## src/rtl/rol_iter.sv

```systemverilog
// Iterative rotate-left unit: rotates Ain left by (shamt mod WIDTH) one bit per clock,
// then presents the result on Aout with a one-cycle done pulse.
module rol_iter #(
    parameter int WIDTH = 16,
    parameter int SHW   = 5
) (
    input  logic             clk,
    input  logic             rst_n,
    input  logic             start,
    input  logic [WIDTH-1:0] Ain,
    input  logic [SHW-1:0]   shamt,
    output logic             busy,
    output logic             done,
    output logic [WIDTH-1:0] Aout
);

    localparam int CW = (WIDTH > 1) ? $clog2(WIDTH) : 1;

    typedef enum logic [1:0] {
        ST_IDLE  = 2'd0,
        ST_SHIFT = 2'd1,
        ST_DONE  = 2'd2
    } state_t;

    state_t           state_q, state_d;
    logic [WIDTH-1:0] work_q,  work_d;
    logic [CW-1:0]    cnt_q,   cnt_d;
    logic [WIDTH-1:0] aout_q,  aout_d;

    logic [CW-1:0]    n_load;
    logic [WIDTH-1:0] work_rot;

    // Effective rotate amount; amounts of WIDTH or more wrap around.
    assign n_load   = CW'(32'(shamt) % WIDTH);
    assign work_rot = {work_q[WIDTH-2:0], work_q[WIDTH-1]};

    always_comb begin
        // NOTE: every signal gets a default first so no path leaves it unassigned (no latches).
        state_d = state_q;
        work_d  = work_q;
        cnt_d   = cnt_q;
        aout_d  = aout_q;

        unique case (state_q)
            ST_IDLE: begin
                if (start) begin
                    work_d = Ain;
                    cnt_d  = n_load;
                    if (n_load == '0) begin
                        // Zero rotation: the operand itself is the result.
                        aout_d  = Ain;
                        state_d = ST_DONE;
                    end else begin
                        state_d = ST_SHIFT;
                    end
                end
            end
            ST_SHIFT: begin
                work_d = work_rot;
                cnt_d  = cnt_q - CW'(1);
                if (cnt_q == CW'(1)) begin
                    // Only the final rotation is published; intermediate steps stay internal.
                    aout_d  = work_rot;
                    state_d = ST_DONE;
                end
            end
            ST_DONE: begin
                state_d = ST_IDLE;
            end
            default: begin
                state_d = ST_IDLE;
            end
        endcase
    end

    // NOTE: sequential state uses non-blocking assignments so all flops update together.
    always_ff @(posedge clk or negedge rst_n) begin
        if (!rst_n) begin
            state_q <= ST_IDLE;
            work_q  <= '0;
            cnt_q   <= '0;
            aout_q  <= '0;
        end else begin
            state_q <= state_d;
            work_q  <= work_d;
            cnt_q   <= cnt_d;
            aout_q  <= aout_d;
        end
    end

    assign busy = (state_q != ST_IDLE);
    assign done = (state_q == ST_DONE);
    assign Aout = aout_q;

endmodule

```

## config.mk

```make
export PLATFORM = sky130hd
export DESIGN_NAME = rol_iter
export DESIGN_NICKNAME = d
export VERILOG_FILES = /design/src/rtl/rol_iter.sv
export SDC_FILE = /design/constraint.sdc
export NUM_CORES = 1
export LEC_CHECK = 0
export CAP_MARGIN = 20
export CORE_UTILIZATION = 44
export DETAILED_ROUTE_END_ITERATION = 12
export PLACE_DENSITY_LB_ADDON = 0.08
export RECOVER_POWER = 100
export SETUP_SLACK_MARGIN = 0.4
export SYNTH_ARGS = -nofsm -noshare
export SYNTH_HDL_FRONTEND = slang
export SYNTH_SLANG_ARGS = --single-unit
```

## constraint.sdc

```tcl
create_clock -name clk -period 1.8 [get_ports clk]
set_input_delay 0.36 -clock clk [delete_from_list [all_inputs] [get_ports clk]]
set_output_delay 0.36 -clock clk [all_outputs]
set_load 0.02 [all_outputs]
```

==> results of run 1 <==
worst max-delay path, stage by stage, from the launching register on:
cell,delay (ns)
dfrtp_1,0.39
inv_1,0.11
ha_4,0.13
or3b_4,0.40
o32ai_4,0.20
buf_6,0.20
mux2i_1,0.19
sequential cells by signal, summed over array words and instances, names as in the netlist:
signal / count
state_q: 2
cnt_q: 4
Aout: 16
work_q: 16
synth_stat cells:
master    instances  area, um^2
mux2_2            3        33.8
nand2b_1          2        12.5
inv_1            19        71.3
nand2_1          18        67.6
o21bai_1          1        7.51
clkbuf_1          5        18.8
or3b_2            1        8.76
buf_12            1        20.0
a21oi_1           4        20.0
o21ai_0          17        85.1
o22a_1            1        8.76
dfrtp_1          38         951
or4_4             1        11.3
o22ai_1           2        12.5
o221a_2           1        11.3
buf_2             1        5.00
o211ai_1          1        7.51
ha_1              2        25.0
nand3_1           1        5.00
and3b_1           2        17.5
a22o_1            1        8.76
mux2i_1          31         310
nor2b_1           2        12.5
buf_4             1        7.51
nor3_1            1        5.00
nor2_1            4        15.0
o32ai_2           1        16.3
buf_6             1        11.3
worst paths after layout:
kind | endpoint | slack [ns] | cells after the start
max | Aout[2] | 0.09 | 6
max reg2reg | Aout[2] | 0.09 | 6
min | cnt_q[3] | 0.24 | 1
min reg2reg | work_q[6] | 0.51 | 2
min in group clk | cnt_q[0] | 0.39 | 3
max in group asynchronous | Aout[7] | 0.50 | 2
final cells by class:
type,count,area [um^2],share of cell area
multi-input cells,97,881,0.322
inverters,19,71.3,0.0261
well taps,48,60.1,0.0220
repair buffers,68,626,0.229
clock buffers,6,82.6,0.0302
clock inverters,2,60.1,0.0220
flip-flops and latches,38,952,0.348
stage by stage:
step | instances | hold slack, ns | TNS, ns | total power (uW) | instance area, um^2
6_report | 278 | 0.236 | 0 | 5090 | 2730
2_1_floorplan | 163 | 0.0644 | 0 | 2800 | 1790
5_1_grt | 278 | 0.315 | 0 | 5380 | 2730
4_1_cts | 270 | 0.0250 | 0 | 4560 | 2530
3_3_place_gp | 254 | 0.340 | -5.57 | 3530 | 2310
3_5_place_dp | 254 | 0.338 | -6.16 | 3610 | 2310
cells by family (layout without fill, tap and decap cells):
| logic type | after synthesis | after routing |
|---|---|---|
| compound gates | 29 | 29 |
| fa+ha+maj | 2 | 2 |
| buf+inv | 28 | 95 |
| flops | 38 | 38 |
| mux | 34 | 34 |
| simple gates | 32 | 32 |
per-layer routing:
metal / routed length [um] / vias to the layer above / global-route usage
met5: 0 / - / 0
met4: 149 / 0 / 0.0761
met3: 181 / 14 / 0.0590
met2: 2310 / 46 / 0.333
met1: 1930 / 710 / 0.243
li1: - / 677 / -
power breakdown:
| group | switching, uW | internal, uW |
|---|---|---|
| Combinational | 1290 | 1290 |
| Sequential | 324 | 1290 |
| Clock | 303 | 591 |
| Total | 1910 | 3180 |
timing repair:
action                                  4_1_cts  5_1_grt
cloned                                        1        4
resized for setup                            51       71
pin swaps                                     3        7
setup buffers                                 7        4
endpoints found under the setup margin       50       35
==> metrics, run 1 <==
H-tree Lvls 2; Yosys reg bits 38; post-place setup slack -0.421 ns; chip width approximately 66 um; simple-gate share of the synthesized area 0.0868; fin worst setup slack a little under 0.09 ns; most frequent cells in the layout dfrtp_1, mux2i_1, inv_1, clkdlybuf4s50_1, dlygate4sd2_1; DRT Pass-1 Iters 4; Routed WL per cell 16.5 um; Yosys warning total 0; final core occ 0.725; hold_buf cts 0; Hold Path Class in2async; Slew Limit Fails 0; fraction of layout cells with a size suffix above 1 0.304; CTS tree yes; DRT Wirelength about 4.6 mm; Least-Margin Pin Slew approximately 1.1 ns; highest clock rate approximately 580 MHz; mux share of post-synthesis cell area 0.193; unrepaired setup endpoints after global routing true; most common library cell in the layout ignoring fill and taps dfrtp_1; DRT iter0 DRCs 97; Area Overhead vs Synth 52.9%; total CTS buffers 5; worst skew pair latency approximately 0.29 ns; DIE HEIGHT 65.7 um; Worst Setup SP cnt_q[1]; worst r2r src cnt_q[1]; Clock Tree Root clkbuf_8; status finished clean; Net count, final around 260; Final min period roughly 1.7 ns; I/O pin cnt 42; Via Count roughly 1.4k; Clock Skew ~0.0039 ns; crit path DAT about 1.9 ns; PwrDens 1860 mW/mm^2; Clock transition at path regs around 0.080 ns; Worst EP required 2.01 ns; mean post-synth cell area roughly 11 um^2; Setup-failing EPs final 0; total of max-cap violations 0; synthesized cell area roughly 0.0018 mm^2; row count 22; Filler Cell Count between 200 and 300; post-synthesis sequential area ratio 0.532; max_slew headroom 0.288; vias per std cell approximately 5.2; number of global-route vias before repair between 1k and 1.5k; RD Place Congestion around 0.84; Mapped Cells about 160; GR Overflow Total 0; ANT cells 0; Leakage Power 0.00124 uW; Crit Path Max Fanout 6; largest net degree at the start of global routing 21; GR Util All Layers 0.200; initial antenna violation count 0; final hold violations 0; DRC viols 0; worst vdd ir about 0.93 mV; die area approximately 0.0043 mm^2; Antenna Nets Post-Route 0; critical path type reg2reg; first-pass GRT wire length about 6.3 mm; Worst setup SP type register; initial core utilization 0.474; post-DP HPWL ~2.6 mm; Synth cell types 28; IO buf count 40; Period Utilization, post-route 0.952; Max clock buf depth 2; Post-Synth Adder-Cell Area 0.0140; main combinational cell family by area after synthesis multiplexers; Synth Area in XOR/XNOR 0; Syn Nets around 190; clock sink count 38; CP Capture Type register; core area approximately 0.0038 mm^2; compound-gate portion of the synthesized area 0.0994
No activity file was read; power rests on OpenSTA's default activity.
==> run 2, diff against run 1 <==
- GPL_TIMING_DRIVEN: not set -> 0
==> metrics, run 2 (same netlist as run 1, synthesis figures left out) <==
PwrDens 1870 mW/mm^2 (+0.31%); core area 0.00377 mm^2 (unchanged); fraction of layout cells with a size suffix above 1 0.254 (-0.0499); Least-Margin Pin Slew 0.968 ns (-0.101 ns); worst skew pair latency 0.29 ns (about the same); DIE HEIGHT 65.7 um (unchanged); ANT cells 0 (unchanged); worst hold margin 0.213 ns (-0.0235 ns); initial antenna violation count 0 (unchanged); worst r2r src cnt_q[1]; Slew Limit Fails 0 (unchanged); DRT iter0 DRCs 57 (-41%); Antenna Nets Post-Route 0 (unchanged); clock sink count 38 (unchanged); Worst EP required 2.01 ns (about the same); total CTS buffers 5 (unchanged); worst reg2reg path depth 7 (+1); CP Capture Type register; chip width 65.7 um (unchanged); unrepaired setup endpoints after global routing true; Worst setup SP type register; total power 5050 uW (-0.88%); largest net degree at the start of global routing 39 (+86%); Period Utilization, post-route 0.947 (-0.00448); row count 22 (unchanged); critical path type reg2reg; most frequent cells in the layout dfrtp_1, nand2_1, mux2i_1; Max clock buf depth 2 (unchanged); crit path DAT 1.91 ns (-0.02 ns); most common library cell in the layout ignoring fill and taps dfrtp_1; DRC viols 0 (unchanged); Net count, final 249 (-2.4%); Leakage Power 0.00117 uW (-5.3%); die area 0.00432 mm^2 (unchanged); IO buf count 40 (unchanged); vias per std cell 5.11 (-1.9%); Clock Tree Root clkbuf_8; max_slew headroom 0.355 (+0.0670); first-pass GRT wire length 6.32 mm (-0.11%); Hold Path Class in2async; status finished clean; DP Cell Count 251 (-1.2%); Final Non-Filler Cells 272 (-2.2%); DRT Wirelength 4.08 mm (-11%); Routed WL per cell 15.0 um (-9.0%); DRT Pass-1 Iters 4 (unchanged); worst vdd ir 1.12 mV (+20%); Setup-failing EPs final 0 (unchanged); final hold violations 0 (unchanged); Area Overhead vs Synth 51.1%; Worst Setup SP cnt_q[1]; flop-to-flop setup slack 0.09 ns (about the same); setup TNS 0 ns (unchanged); total of max-cap violations 0 (unchanged); Via Count 1389 (-4.0%); I/O pin cnt 42 (unchanged); Reg2Reg Capture Point Aout[12]; Clock transition at path regs 0.07 ns (about the same); RD Place Congestion 0.830 (-1.5%); GR Overflow Total 0 (unchanged); H-tree Lvls 2 (unchanged); highest clock rate 586 MHz (+0.47%); Clock Skew 0.00151 ns (-0.00240 ns); number of global-route vias before repair 1386 (+0.29%); CTS tree yes; post-DP HPWL 2.45 mm (-6.7%); Final min period 1.71 ns (-0.00806 ns); GR Util All Layers 0.197 (-0.00371); initial core utilization 0.474 (unchanged); Crit Path Max Fanout 5 (-1)
-- run 2: cell count changes in the layout (fill, tap and decap cells not counted), moves of 6 or more --
cell / change
nand2_2: -6
mux2i_4: +6
o21ai_0: +7
nand2_1: +7
-- run 2: layer usage --
metal	wire length [um]	track usage	vias to the layer above
met1	1800	0.242	674
li1	-	-	672
met5	0	0	-
met4	32	0.0571	0
met3	182	0.0538	4
met2	2070	0.334	39
-- run 2: layout make-up --
cell class                 count  area, um^2
buffer                         9        83.8
clock buffer                   6        82.6
clock inverter                 2        60.1
fill                         273        1070
inverter                      19        72.6
multi-input combinational     97         883
sequential                    38         951
tap                           48        60.1
timing repair buffer          53         507
-- run 2: what timing repair did --
action | in CTS | in global routing
hold buffers | 0 | 0
pin swaps | 2 | 1
setup buffers | 8 | 2
setup endpoints to repair | 53 | 38
gates cloned | 1 | 2
resized for setup | 54 | 58
-- run 2: worst max-delay path by stage --
stage	cells after the start	slack, ns	end
detailed placement	6	-0.46	Aout[12]
global placement	1	-0.50	Aout[6]
CTS	7	0.12	Aout[12]
finish	7	0.09	Aout[12]
global route	7	0.04	Aout[10]
floorplan	4	0.09	Aout[15]
-- run 2: through the flow --
stage,util,setup WS [ns],instance area [um^2]
finish,0.716,0.0945,2700
CTS,0.667,0.125,2520
global placement,0.598,-0.495,2250
floorplan,-,0.0940,1790
global route,0.716,0.0412,2700
detailed placement,0.596,-0.460,2250
-- run 2: report_power, final --
| part | internal (uW) | leakage (uW) | switching [uW] | total (uW) |
|---|---|---|---|---|
| Sequential | 1290 | 0.000454 | 325 | 1610 |
| Clock | 591 | 0.0000714 | 307 | 898 |
| Combinational | 1300 | 0.000649 | 1230 | 2530 |
-- run 2: worst max-delay path, stage by stage, from the launching register on --
cell and delay (ns):
dfrtp_1 0.40, inv_2 0.09, ha_4 0.12, or3b_4 0.38, o32ai_2 0.12, buf_6 0.19, buf_12 0.13, mux2i_2 0.20
==> run 3, diff against run 2 <==
- ABC_AREA: not set -> 0
- TNS_END_PERCENT: not set -> 30
==> metrics, run 3 (same netlist as run 1, synthesis figures left out) <==
IO buf count 40 (unchanged); GR Overflow Total 0 (unchanged); unrepaired setup endpoints after global routing true; DIE HEIGHT 65.7 um (unchanged); post-place setup slack -0.460 ns (unchanged); Routed WL per cell 13.9 um (-7.0%); chip width 65.7 um (unchanged); status finished clean; core area 0.00377 mm^2 (unchanged); die area 0.00432 mm^2 (unchanged); Via Count 1336 (-3.8%); first-pass GRT wire length 6.30 mm (-0.33%); Area Overhead vs Synth 40.8%; RD Place Congestion 0.830 (unchanged); DRT Wirelength 3.75 mm (-8.1%); DRC viols 0 (unchanged); worst vdd ir 0.988 mV (-11%); initial core utilization 0.474 (unchanged); Period Utilization, post-route 0.950 (+0.00292); Worst setup SP type register; Final Cell Area 0.00252 mm^2 (-6.8%); Leakage Power 0.00117 uW (-0.73%); Antenna Nets Post-Route 0 (unchanged); Final min period 1.71 ns (+0.00525 ns); hold_buf cts 0 (unchanged); total CTS buffers 5 (unchanged); most frequent cells in the layout dfrtp_1, mux2i_1, nand2_1, o21ai_0; row count 22 (unchanged); DRT Pass-1 Iters 4 (unchanged); clock sink count 38 (unchanged); H-tree Lvls 2 (unchanged); worst skew pair latency 0.29 ns (about the same); I/O pin cnt 42 (unchanged); DP Area 0.00225 mm^2 (unchanged); DRT iter0 DRCs 88 (+54%); CP Capture Type register; final hold violations 0 (unchanged); crit path DAT 1.92 ns (about the same); Max clock buf depth 2 (unchanged); vias per std cell 4.97 (-2.7%); Worst EP required 2.01 ns (about the same); Clock Tree Root clkbuf_8; M2 GR Usage 0.343 (+0.00893); ANT cells 0 (unchanged); M1 GR Usage 0.235 (-0.00697); Setup-failing EPs final 0 (unchanged); setup TNS 0 ns (unchanged); CTS tree yes; Clock Skew 0.00238 ns (+0.000873 ns); largest net degree at the start of global routing 39 (unchanged); global routing's busiest layer met2; Final Non-Filler Cells 269 (-1.1%); Crit Path Max Fanout 5 (unchanged); total power 4530 uW (-10%); Filler Cell Count 294 (+7.7%); Least-Margin Pin Slew 0.950 ns (-0.0178 ns); Clock transition at path regs 0.08 ns (about the same); GR Util All Layers 0.197 (+0.000298); Slew Limit Fails 0 (unchanged); fraction of layout cells with a size suffix above 1 0.176 (-0.0780); fin worst setup slack 0.0893 ns (-0.00525 ns); met3 usage 0.0538 (unchanged); Net count, final 246 (-1.2%); max_slew headroom 0.367 (+0.0119); initial antenna violation count 0 (unchanged); PwrDens 1800 mW/mm^2 (-3.7%); Hold Path Class in2async; number of global-route vias before repair 1395 (+0.65%); post-DP HPWL 2.45 mm (unchanged); most common library cell in the layout ignoring fill and taps dfrtp_1; total of max-cap violations 0 (unchanged); highest clock rate 585 MHz (-0.31%); DP Cell Count 251 (unchanged); critical path type reg2reg
[run 3: changes by cell type in the layout (fill, tap and decap cells not counted), sizes merged]
cell,delta
buf,-5
clkbuf,+1
clkdlybuf4s25,-2
clkinvlp,-1
dlygate4sd2,-13
dlygate4sd3,+16
inv,+1
[run 3: stage by stage]
stage          hold WS, ns   util
6_report             0.202  0.667
5_1_grt              0.294  0.667
4_1_cts              0.196  0.672
3_5_place_dp         0.474  0.596
3_3_place_gp         0.464  0.598
2_1_floorplan       0.0644      -
[run 3: critical path, cell delays in order (launching register included)]
cell and delay [ns]:
dfrtp_1 0.39, inv_2 0.07, ha_1 0.14, or3b_4 0.39
o32ai_2 0.12, buf_6 0.19, buf_12 0.13, mux2i_2 0.20
[run 3: where the power goes]
| group | leakage, uW | internal [uW] | total [uW] | switching, uW |
|---|---|---|---|---|
| sequential | 0.000454 | 1290 | 1520 | 233 |
| combinational | 0.000641 | 1020 | 2110 | 1090 |
| clock | 0.0000714 | 591 | 898 | 307 |
[run 3: worst paths after layout]
| kind | from | to | slack, ns | cells past startpoint |
|---|---|---|---|---|
| hold reg to reg | work_q[11] | work_q[11] | 0.49 | 2 |
| setup / recovery | cnt_q[1] | Aout[12] | 0.09 | 7 |
| setup reg to reg | cnt_q[1] | Aout[12] | 0.09 | 7 |
| max in group asynchronous | rst_n | Aout[14] | 1.01 | 1 |
| hold / removal | rst_n | cnt_q[3] | 0.20 | 1 |
| min in group clk | shamt[1] | cnt_q[1] | 0.48 | 3 |
[run 3: final cells by class]
cell class	count	area, um^2	area share
plain buffers	9	78.8	0.0313
clock buffers	6	82.6	0.0328
clock inverters	2	60.1	0.0239
inverters	19	73.8	0.0293
multi-input cells	97	718	0.285
flip-flops and latches	38	951	0.378
well taps	48	60.1	0.0239
repair buffers	50	492	0.195
[run 3: routing by layer]
| metal | vias up | part of all wire | routed length [um] |
|---|---|---|---|
| li1 | 660 | - | - |
| met1 | 635 | 0.45 | 1690 |
| met2 | 37 | 0.50 | 1870 |
| met3 | 4 | 0.043 | 160 |
| met4 | 0 | 0.0072 | 27 |
| met5 | - | 0 | 0 |
[run 3: repair_timing]
item | 4_1_cts | 5_1_grt
buffers inserted | 8 | 1
pin swaps | 2 | 0
endpoints found under the setup margin | 53 | 52
gates resized for setup | 37 | 4
gates cloned | 1 | 0
==> RTL change, RTL diff (flow settings as in run 3) <==
Set the parameter `WIDTH` to 8 (it was 16).
--- a/src/rtl/rol_iter.sv
+++ b/src/rtl/rol_iter.sv
@@ -1,7 +1,7 @@
 // Iterative rotate-left unit: rotates Ain left by (shamt mod WIDTH) one bit per clock,
 // then presents the result on Aout with a one-cycle done pulse.
 module rol_iter #(
-    parameter int WIDTH = 16,
+    parameter int WIDTH = 8,
     parameter int SHW   = 5
 ) (
     input  logic             clk,
Interface: changed (resized Ain and Aout); port bits go from 42 to 26. The function was not compared with the original's and may differ.
==> RTL change against run 3 <==
  * Worst setup slack gained 0.040 ns
  * Synthesized area is 39% lower
  * Routed wire length fell by 24%
  * Clock power down 74%
  * Cell area down 38%
  * Via count shrank 26%
  * Sequential cell count shrank 17
  * First-iteration DRC count fell by 63%
  * Power is 39% lower
  * Critical path type is now reg2out
  * Largest cell class is now multi-input gates
==> RTL change: results (changes against run 3) <==
Port Buffers=23 (-43%); Worst Skew=0.001044 ns (-0.001339 ns); RD Place Congestion=0.7550 (-9.0%); synthesized net count=116 (-39%); top sig layer=met4; largest net degree at the start of global routing=22 (-44%); Max Fanout on Critical Path=6 (+1); Clock H-tree levels=1 (-1); number of synthesis warnings=0 (unchanged); HP Class=in2reg; Layout Cells excl Fill=171 (-36%); Placed Cells=149 (-41%); 1st-iter DRT viols=33 (-63%); met3 WL=166 um (+3.8%); GR Util All Layers=23.60% (+3.9 points); Reg2Reg Depth=7 (unchanged); CTS buffer count=3 (-2); cell count after synthesis=98 (-40%); vias per cell=5.749 (+16%); Critical Path AT=1.31 ns (-0.61 ns); Seq/Total Area, Yosys=48.28% (-4.9 points); top_reg_cell synth=dfrtp_1; Pleak=0.0006468 uW (-45%); Final nets=162 (-34%); Slew @ Worst Pin=0.9538 ns (+0.003912 ns); vias in the first global route=974 (-30%); Setup WS pre-CTS=-0.4200 ns (+0.04022 ns); Root Buffer=clkbuf_4; Post-Route M1 WL=1.252 mm (-26%); Clk pin slew, worst setup/hold paths=0.12 ns (+0.04 ns); global-route wire length before repair=4.464 mm (-29%); met2 WL=1.394 mm (-25%); initial antenna violation count=0 (unchanged); Avg WL per Cell=16.73 um (+20%); Synth top cells by count=dfrtp_1 (21), o22ai_1 (17), mux2_2 (16); status=finished, final reports clean; Max VDD drop=0.0009844 V (-0.39%); worst-skew pair later-pin latency=~0.30 ns; # fillers=184 (-37%); Cell variety after synth=21 (-25%); first-pass iteration count of the detailed router=4 (unchanged); synth top area cells=dfrtp_1 (48%), mux2_2 (17%), o22ai_1 (9.8%); layout cells sized above 1=37.06% (+19 points); Final HPWL DP=1.608 mm (-34%)
RTL change: report_power, final:
part	switching (uW)	internal, uW	total, uW
sequential	179	700	880
combinational	770	867	1640
clock	146	86.5	232
total	1100	1650	2750
RTL change: timing repair:
action / CTS / global route
cloned: 1 / 0
pin swaps: 2 / 0
buffers inserted: 16 / 1
resized for setup: 47 / 14
hold buffers: 0 / 0
endpoints found under the setup margin: 31 / 31
RTL change: through the flow:
step	area [sq um]	hold WS [ns]	setup TNS, ns
after floorplan	1090	0.06441	0
after global placement	1355	0.4891	-3.679
after detailed placement	1355	0.4987	-3.831
after CTS	1594	0.3938	0
after global routing	1553	0.4207	0
final	1553	0.3815	0
RTL change: area by class of cell:
type	count	area share, %
Clock buffer	4	1.692
Multi-Input combinational cell	66	35.13
Buffer	7	4.271
Tap cell	28	2.256
Timing Repair Buffer	41	21.68
Sequential cell	21	33.84
Inverter	4	1.128
RTL change: metal layers:
layer / up-vias / track usage (%)
met1: 476 / 31.27
met5: - / 0
met3: 6 / 4.094
met4: 0 / 9.910
li1: 458 / -
met2: 43 / 37.88
RTL change: worst paths after layout:
| check | start | to | slack [ns] |
|---|---|---|---|
| setup reg to reg | state_q[1] | cnt_q[2] | 0.15 |
| hold / removal | shamt[1] | cnt_q[1] | 0.38 |
| min in group asynchronous | rst_n | cnt_q[2] | 0.64 |
| setup / recovery | state_q[1] | done | 0.13 |
| hold reg to reg | Aout[6] | Aout[6] | 0.50 |
| max in group asynchronous | rst_n | cnt_q[0] | 0.59 |
RTL change: critical path, stage by stage (launching register included):
cell and delay [ns]:
dfrtp_1 0.51, inv_1 0.13, buf_8 0.15, nor2_2 0.06, clkbuf_2 0.16
RTL change: cells by family (layout without fill, tap and decap cells):
| logic type | after synthesis | after routing | synth area share (%) |
|---|---|---|---|
| adders and majority gates | 2 | 2 | 2.298 |
| DFF | 21 | 21 | 48.28 |
| buffers and inverters | 11 | 56 | 3.907 |
| AOI/OAI and AO/OA | 35 | 35 | 21.84 |
| muxes | 16 | 16 | 16.55 |
| and+or+nand+nor | 13 | 13 | 7.126 |
